[config.mk]
export PLATFORM = sky130hd
export DESIGN_NAME = spi_sub_rx_flat
export DESIGN_NICKNAME = d
export VERILOG_FILES = /design/src/rtl/spi_sub_rx_if.sv /design/src/rtl/spi_sub_rx.sv /design/src/flat_wrapper.sv
export SDC_FILE = /design/constraint.sdc
export NUM_CORES = 1
export LEC_CHECK = 0
export CORE_MARGIN = 2
export CORE_UTILIZATION = 44
export DETAILED_ROUTE_END_ITERATION = 12
export HOLD_SLACK_MARGIN = 0.05
export PLACE_DENSITY = 0.7
export SYNTH_ARGS = -nofsm -noshare
export SYNTH_HDL_FRONTEND = slang
export SYNTH_SLANG_ARGS = --single-unit
[constraint.sdc]
create_clock -name sys_clk -period 1.7 [get_ports sys_clk]
set_input_delay 0.51 -clock sys_clk [delete_from_list [all_inputs] [get_ports sys_clk]]
set_output_delay 0.51 -clock sys_clk [all_outputs]
set_load 0.1 [all_outputs]
[src/rtl/spi_sub_rx_if.sv]
// spi_sub_rx_if: SPI subordinate receiver bus; master drives sclk/mosi/csb, slave returns frame payload, strobes and busy
interface spi_sub_rx_if #(
  parameter int WORD_WIDTH = 16
);
  logic sclk;
  logic mosi;
  logic csb;
  logic [WORD_WIDTH-1:0] data_out;
  logic [1:0] power_state_out;
  logic data_valid;
  logic frame_err;
  logic busy;
  modport master (
    output sclk, mosi, csb,
    input data_out, power_state_out, data_valid, frame_err, busy
  );
  modport slave (
    input sclk, mosi, csb,
    output data_out, power_state_out, data_valid, frame_err, busy
  );
endinterface

[src/rtl/spi_sub_rx.sv]
// spi_sub_rx: SPI subordinate frame receiver; sys_clk/rst_n plus bus (sclk, mosi, csb in; data_out, power_state_out, data_valid, frame_err, busy out)
module spi_sub_rx #(
  parameter int WORD_WIDTH = 16
) (
  input logic sys_clk,
  input logic rst_n,
  spi_sub_rx_if.slave bus
);
  localparam int FRAME_WIDTH = WORD_WIDTH + 2;
  localparam int CW = $clog2(FRAME_WIDTH + 2);
  localparam logic [CW-1:0] FULL = CW'(FRAME_WIDTH);
  localparam logic [CW-1:0] SAT = CW'(FRAME_WIDTH + 1);
  typedef enum logic {IDLE, ACTIVE} state_e;
  state_e state_q, state_d;
  logic [2:0] sclk_q, sclk_d, mosi_q, mosi_d, csb_q, csb_d;
  logic sclk_fall_q, sclk_fall_d, csb_fall_q, csb_fall_d, csb_rise_q, csb_rise_d;
  logic end_q, end_d;
  logic [FRAME_WIDTH-1:0] shift_q, shift_d;
  logic [CW-1:0] cnt_q, cnt_d;
  logic [WORD_WIDTH-1:0] data_q, data_d;
  logic [1:0] ps_q, ps_d;
  logic dv_q, dv_d, fe_q, fe_d, busy_q, busy_d;
  always_comb begin
    sclk_d = {sclk_q[1:0], bus.sclk};
    mosi_d = {mosi_q[1:0], bus.mosi};
    csb_d = {csb_q[1:0], bus.csb};
    sclk_fall_d = sclk_q[2] & ~sclk_q[1];
    csb_fall_d = csb_q[2] & ~csb_q[1];
    csb_rise_d = ~csb_q[2] & csb_q[1];
  end
  always_comb begin
    state_d = state_q;
    shift_d = shift_q;
    cnt_d = cnt_q;
    end_d = 1'b0;
    if (state_q == IDLE) begin
      if (csb_fall_q) begin
        state_d = ACTIVE;
        shift_d = '0;
        cnt_d = '0;
      end
    end else begin
      if (sclk_fall_q && cnt_q < FULL) shift_d = {shift_q[FRAME_WIDTH-2:0], mosi_q[2]};
      if (sclk_fall_q && cnt_q != SAT) cnt_d = cnt_q + 1'b1;
      if (csb_rise_q) begin
        state_d = IDLE;
        end_d = 1'b1;
      end
    end
  end
  always_comb begin
    dv_d = end_q && cnt_q == FULL;
    fe_d = end_q && cnt_q != FULL;
    data_d = dv_d ? shift_q[WORD_WIDTH-1:0] : data_q;
    ps_d = dv_d ? shift_q[FRAME_WIDTH-1 -: 2] : ps_q;
    busy_d = state_d == ACTIVE;
  end
  always_ff @(posedge sys_clk or negedge rst_n) begin
    if (!rst_n) begin
      sclk_q <= 3'b111;
      mosi_q <= '0;
      csb_q <= '0;
      sclk_fall_q <= 1'b0;
      csb_fall_q <= 1'b0;
      csb_rise_q <= 1'b0;
      end_q <= 1'b0;
      state_q <= IDLE;
      shift_q <= '0;
      cnt_q <= '0;
      data_q <= '0;
      ps_q <= '0;
      dv_q <= 1'b0;
      fe_q <= 1'b0;
      busy_q <= 1'b0;
    end else begin
      sclk_q <= sclk_d;
      mosi_q <= mosi_d;
      csb_q <= csb_d;
      sclk_fall_q <= sclk_fall_d;
      csb_fall_q <= csb_fall_d;
      csb_rise_q <= csb_rise_d;
      end_q <= end_d;
      state_q <= state_d;
      shift_q <= shift_d;
      cnt_q <= cnt_d;
      data_q <= data_d;
      ps_q <= ps_d;
      dv_q <= dv_d;
      fe_q <= fe_d;
      busy_q <= busy_d;
    end
  end
  assign bus.data_out = data_q;
  assign bus.power_state_out = ps_q;
  assign bus.data_valid = dv_q;
  assign bus.frame_err = fe_q;
  assign bus.busy = busy_q;
endmodule

[src/flat_wrapper.sv]
// flat-port wrapper written by rule: the top's interface ports become plain ports
module spi_sub_rx_flat 
#(
  parameter int WORD_WIDTH = 16
)
  (sys_clk, rst_n, bus_sclk, bus_mosi, bus_csb, bus_data_out, bus_power_state_out, bus_data_valid, bus_frame_err, bus_busy);
  spi_sub_rx_if #(.WORD_WIDTH(WORD_WIDTH)) bus_i ();
  input logic sys_clk;
  input logic rst_n;
  input wire logic [$bits(bus_i.sclk)-1:0] bus_sclk;
  input wire logic [$bits(bus_i.mosi)-1:0] bus_mosi;
  input wire logic [$bits(bus_i.csb)-1:0] bus_csb;
  output wire logic [$bits(bus_i.data_out)-1:0] bus_data_out;
  output wire logic [$bits(bus_i.power_state_out)-1:0] bus_power_state_out;
  output wire logic [$bits(bus_i.data_valid)-1:0] bus_data_valid;
  output wire logic [$bits(bus_i.frame_err)-1:0] bus_frame_err;
  output wire logic [$bits(bus_i.busy)-1:0] bus_busy;
  assign bus_i.sclk = bus_sclk;
  assign bus_i.mosi = bus_mosi;
  assign bus_i.csb = bus_csb;
  assign bus_data_out = bus_i.data_out;
  assign bus_power_state_out = bus_i.power_state_out;
  assign bus_data_valid = bus_i.data_valid;
  assign bus_frame_err = bus_i.frame_err;
  assign bus_busy = bus_i.busy;
  spi_sub_rx #(.WORD_WIDTH(WORD_WIDTH)) u_core (.sys_clk(sys_clk), .rst_n(rst_n), .bus(bus_i));
endmodule
==> run metrics <==
status complete, no violations; post-synthesis mux area share 12.05%; syn_nets 179; global route overflow 0; Max FO, Critical Path 18; Die Area 5635 µm²; FF-to-FF End u_core.shift_q[17]; CP Data Arrival Time 1.74 ns; RSZ-0062 raised after global routing no; simple-gate portion of the synthesized area 16.16%; global-route wire length before repair 6582 µm; Area Overhead vs Synth 31.08%; syn avg cell area 12.92 µm²; core region area 4786 µm²; Final min period 1.538 ns; Total GRT Usage 16.48%; DR WL/cell 13.82 µm; Antenna Cells 0; overall power 2.859 mW; Achievable Freq 650.1 MHz; Mapped Area 2222 µm²; slowest CP cell dfrtp_1; via count 1333; Pwr Density 981.5 nW/µm²; critical path data required time 1.90 ns; H-tree levels 3; pin count of the biggest net entering global routing 58; Final nets 212; CTS Buffer Depth 2; CTS tree done; 1st-iter DRT viols 89; Root Driver clkbuf_8; Synth Area in Adders 1.126%; Clock Sink Count 57; TNS Setup 0 ns; Clock transition at path regs 0.06 ns; Final Util 60.86%; worst skew pair latency 0.32 ns; Routed WL 3800 µm; reg-to-reg startpoint u_core.cnt_q[2]; Slew @ Worst Pin 0.3594 ns; Internal Pwr Total 2.092 mW; Clock Power Share 33.5%; Max Cap Viol 0; vias in the first global route 1399; YS warnings 0; postcts setup bufs 0; hold buffers post-CTS 0; Net Sw Power 0.7670 mW; largest family of logic cells by synthesized area simple AND/OR/NAND/NOR gates; critical path cell sequence o31ai_2, nand3_2, nand3_1, nand2_1; worst reg2reg path depth 4; sequential group share of total power 54.7%; WP buf/inv 0; Hold WC Path Type input port to async pin; Sw Share 26.83%; Port Buffer Count 25; initial core utilization 46.43%; DPL Wire Length 2587 µm; Slew Limit Fails 0; Post-Synth XOR/XNOR Area 0.7883%; fin crit share 90.48%; total CTS buffers 9; slowest stage delay, CP 0.48 ns; combinational power share 11.8%; antenna violations before repair 0; router iterations before antenna repair 4; Leak 1.450 nW; most frequent cells in the layout 53 x dfrtp_1, 39 x nand2_1, 23 x buf_12; final cell count without fillers 275; Seq/Total Area, Yosys 64.36%; DRC viols 0; critical path class flip-flop to flip-flop; Cells after Synth 172; die width 75.07 µm; R2R Setup Slk 0.16 ns; final hold viol count 0; Die Ht 75.07 µm; CP Launch Type flip-flop; most common cell after layout, fill and taps aside dfrtp_1; num rows 25; Slew headroom 76.04%; compound-cell area share of the yosys netlist 2.815%; I/O pin cnt 26; remaining antenna violation count 0; clock skew 0.007839 ns; #FFs+latches synth 57; Fillers 366; Inst Count DP 261; layout cells sized above 1 30.77%; GP Congestion 0.9317; CP endpoint kind flip-flop; vias per cell 4.847; CP top delay family simple AND/OR/NAND/NOR gates; post-cts gate resize count 0; worst vdd ir 0.0006974 V; Final setup viols 0; Synth cell types 28
==> routing by layer <==
metal  track usage, %  routed length, µm  up-vias
met3            6.827                168        8
met1            20.05               1630      659
met2            25.24               1949       28
met4            8.532                 53        0
met5                0                  0        -
li1                 -                  -      638
==> sequential cells by signal, indices dropped and copies added (netlist names) <==
| name | count |
|---|---|
| u_core.shift_q | 18 |
| u_core.bus.data_out | 16 |
| u_core.cnt_q | 5 |
| u_core.csb_q | 3 |
| u_core.mosi_q | 3 |
| u_core.sclk_q | 3 |
| u_core.bus.power_state_out | 2 |
| u_core.bus.data_valid | 1 |
| u_core.bus.frame_err | 1 |
| u_core.csb_fall_q | 1 |
| u_core.csb_rise_q | 1 |
| u_core.end_q | 1 |
| u_core.sclk_fall_q | 1 |
| u_core.state_q | 1 |
==> area by class of cell <==
class / count / area [µm²] / share of cell area, %
flip-flops and latches: 57 / 1431 / 49.14
multi-input cells: 105 / 732.0 / 25.13
repair buffers: 29 / 510.5 / 17.53
clock buffers: 13 / 138.9 / 4.768
well taps: 67 / 83.83 / 2.878
inverters: 3 / 11.26 / 0.3866
clock inverters: 1 / 5.005 / 0.1718
==> power by group through the flow <==
stage	registers (mW)	clock network, mW	logic, mW
detailed placement	1.58	0	0.344
CTS	1.56	0.992	0.345
global route	1.58	1.06	0.375
floorplan	1.60	0	0.197
global placement	1.57	0	0.327
finish	1.56	0.958	0.338
==> how the worst max path moves through the flow <==
stage                          startpoint                       endpoint  slack (ns)  cells past startpoint
after floorplan            u_core.state_q                u_core.cnt_q[0]        0.11                      4
after global placement    u_core.cnt_q[0]  u_core.bus.power_state_out[1]        0.24                      5
after detailed placement  u_core.cnt_q[2]             u_core.shift_q[17]        0.18                      4
after CTS                 u_core.cnt_q[2]             u_core.shift_q[17]        0.17                      4
after global routing      u_core.cnt_q[2]             u_core.shift_q[10]        0.06                      4
final                     u_core.cnt_q[2]             u_core.shift_q[17]        0.16                      4
==> worst reg2reg max path, cell delays in order (launching register included) <==
cell     delay, ns
dfrtp_1       0.48
o31ai_2       0.32
nand3_2       0.33
nand3_1       0.22
nand2_1       0.07
==> cells in the mapped netlist <==
master,count,area [µm²]
dfstp_2,3,78.83
inv_1,3,11.26
nand2b_1,1,6.260
nand4_4,1,21.27
or2b_1,1,7.510
nor2_4,1,11.26
nor2_1,2,7.510
a31oi_4,1,21.27
nand3_1,20,100.1
a22o_1,2,17.52
buf_2,3,15.01
nand2_1,39,146.4
a21oi_1,1,5.000
dfrtp_1,54,1351
mux2_2,10,112.6
nor3_1,1,5.000
buf_4,1,7.510
and2_1,1,6.260
xnor2_1,2,17.52
buf_1,1,3.750
nand3_2,1,10.01
buf_6,2,22.52
ha_1,2,25.02
a31oi_1,1,6.260
nor2b_1,6,37.54
mux2i_1,2,20.02
mux2_4,9,135.1
o31ai_2,1,12.51
==> through the flow <==
stage | hold slack (ns) | worst slack, ns | cell area [µm²]
after detailed placement | 0.3372 | 0.1781 | 2769
after CTS | 0.1762 | 0.1666 | 2913
after global routing | 0.1916 | 0.06238 | 2913
after global placement | 0.3316 | 0.2440 | 2769
final | 0.1765 | 0.1618 | 2913
after floorplan | 0.2144 | 0.1057 | 2223
==> logic make-up (layout without fill, tap and decap cells) <==
group           Yosys count  in the layout
simple gates             74             74
flops                    57             57
mux                      21             21
buf+inv                  10             46
compound gates            6              6
fa+ha+maj                 2              2
xor+xnor                  2              2
(Power assumes the default switching activity.)
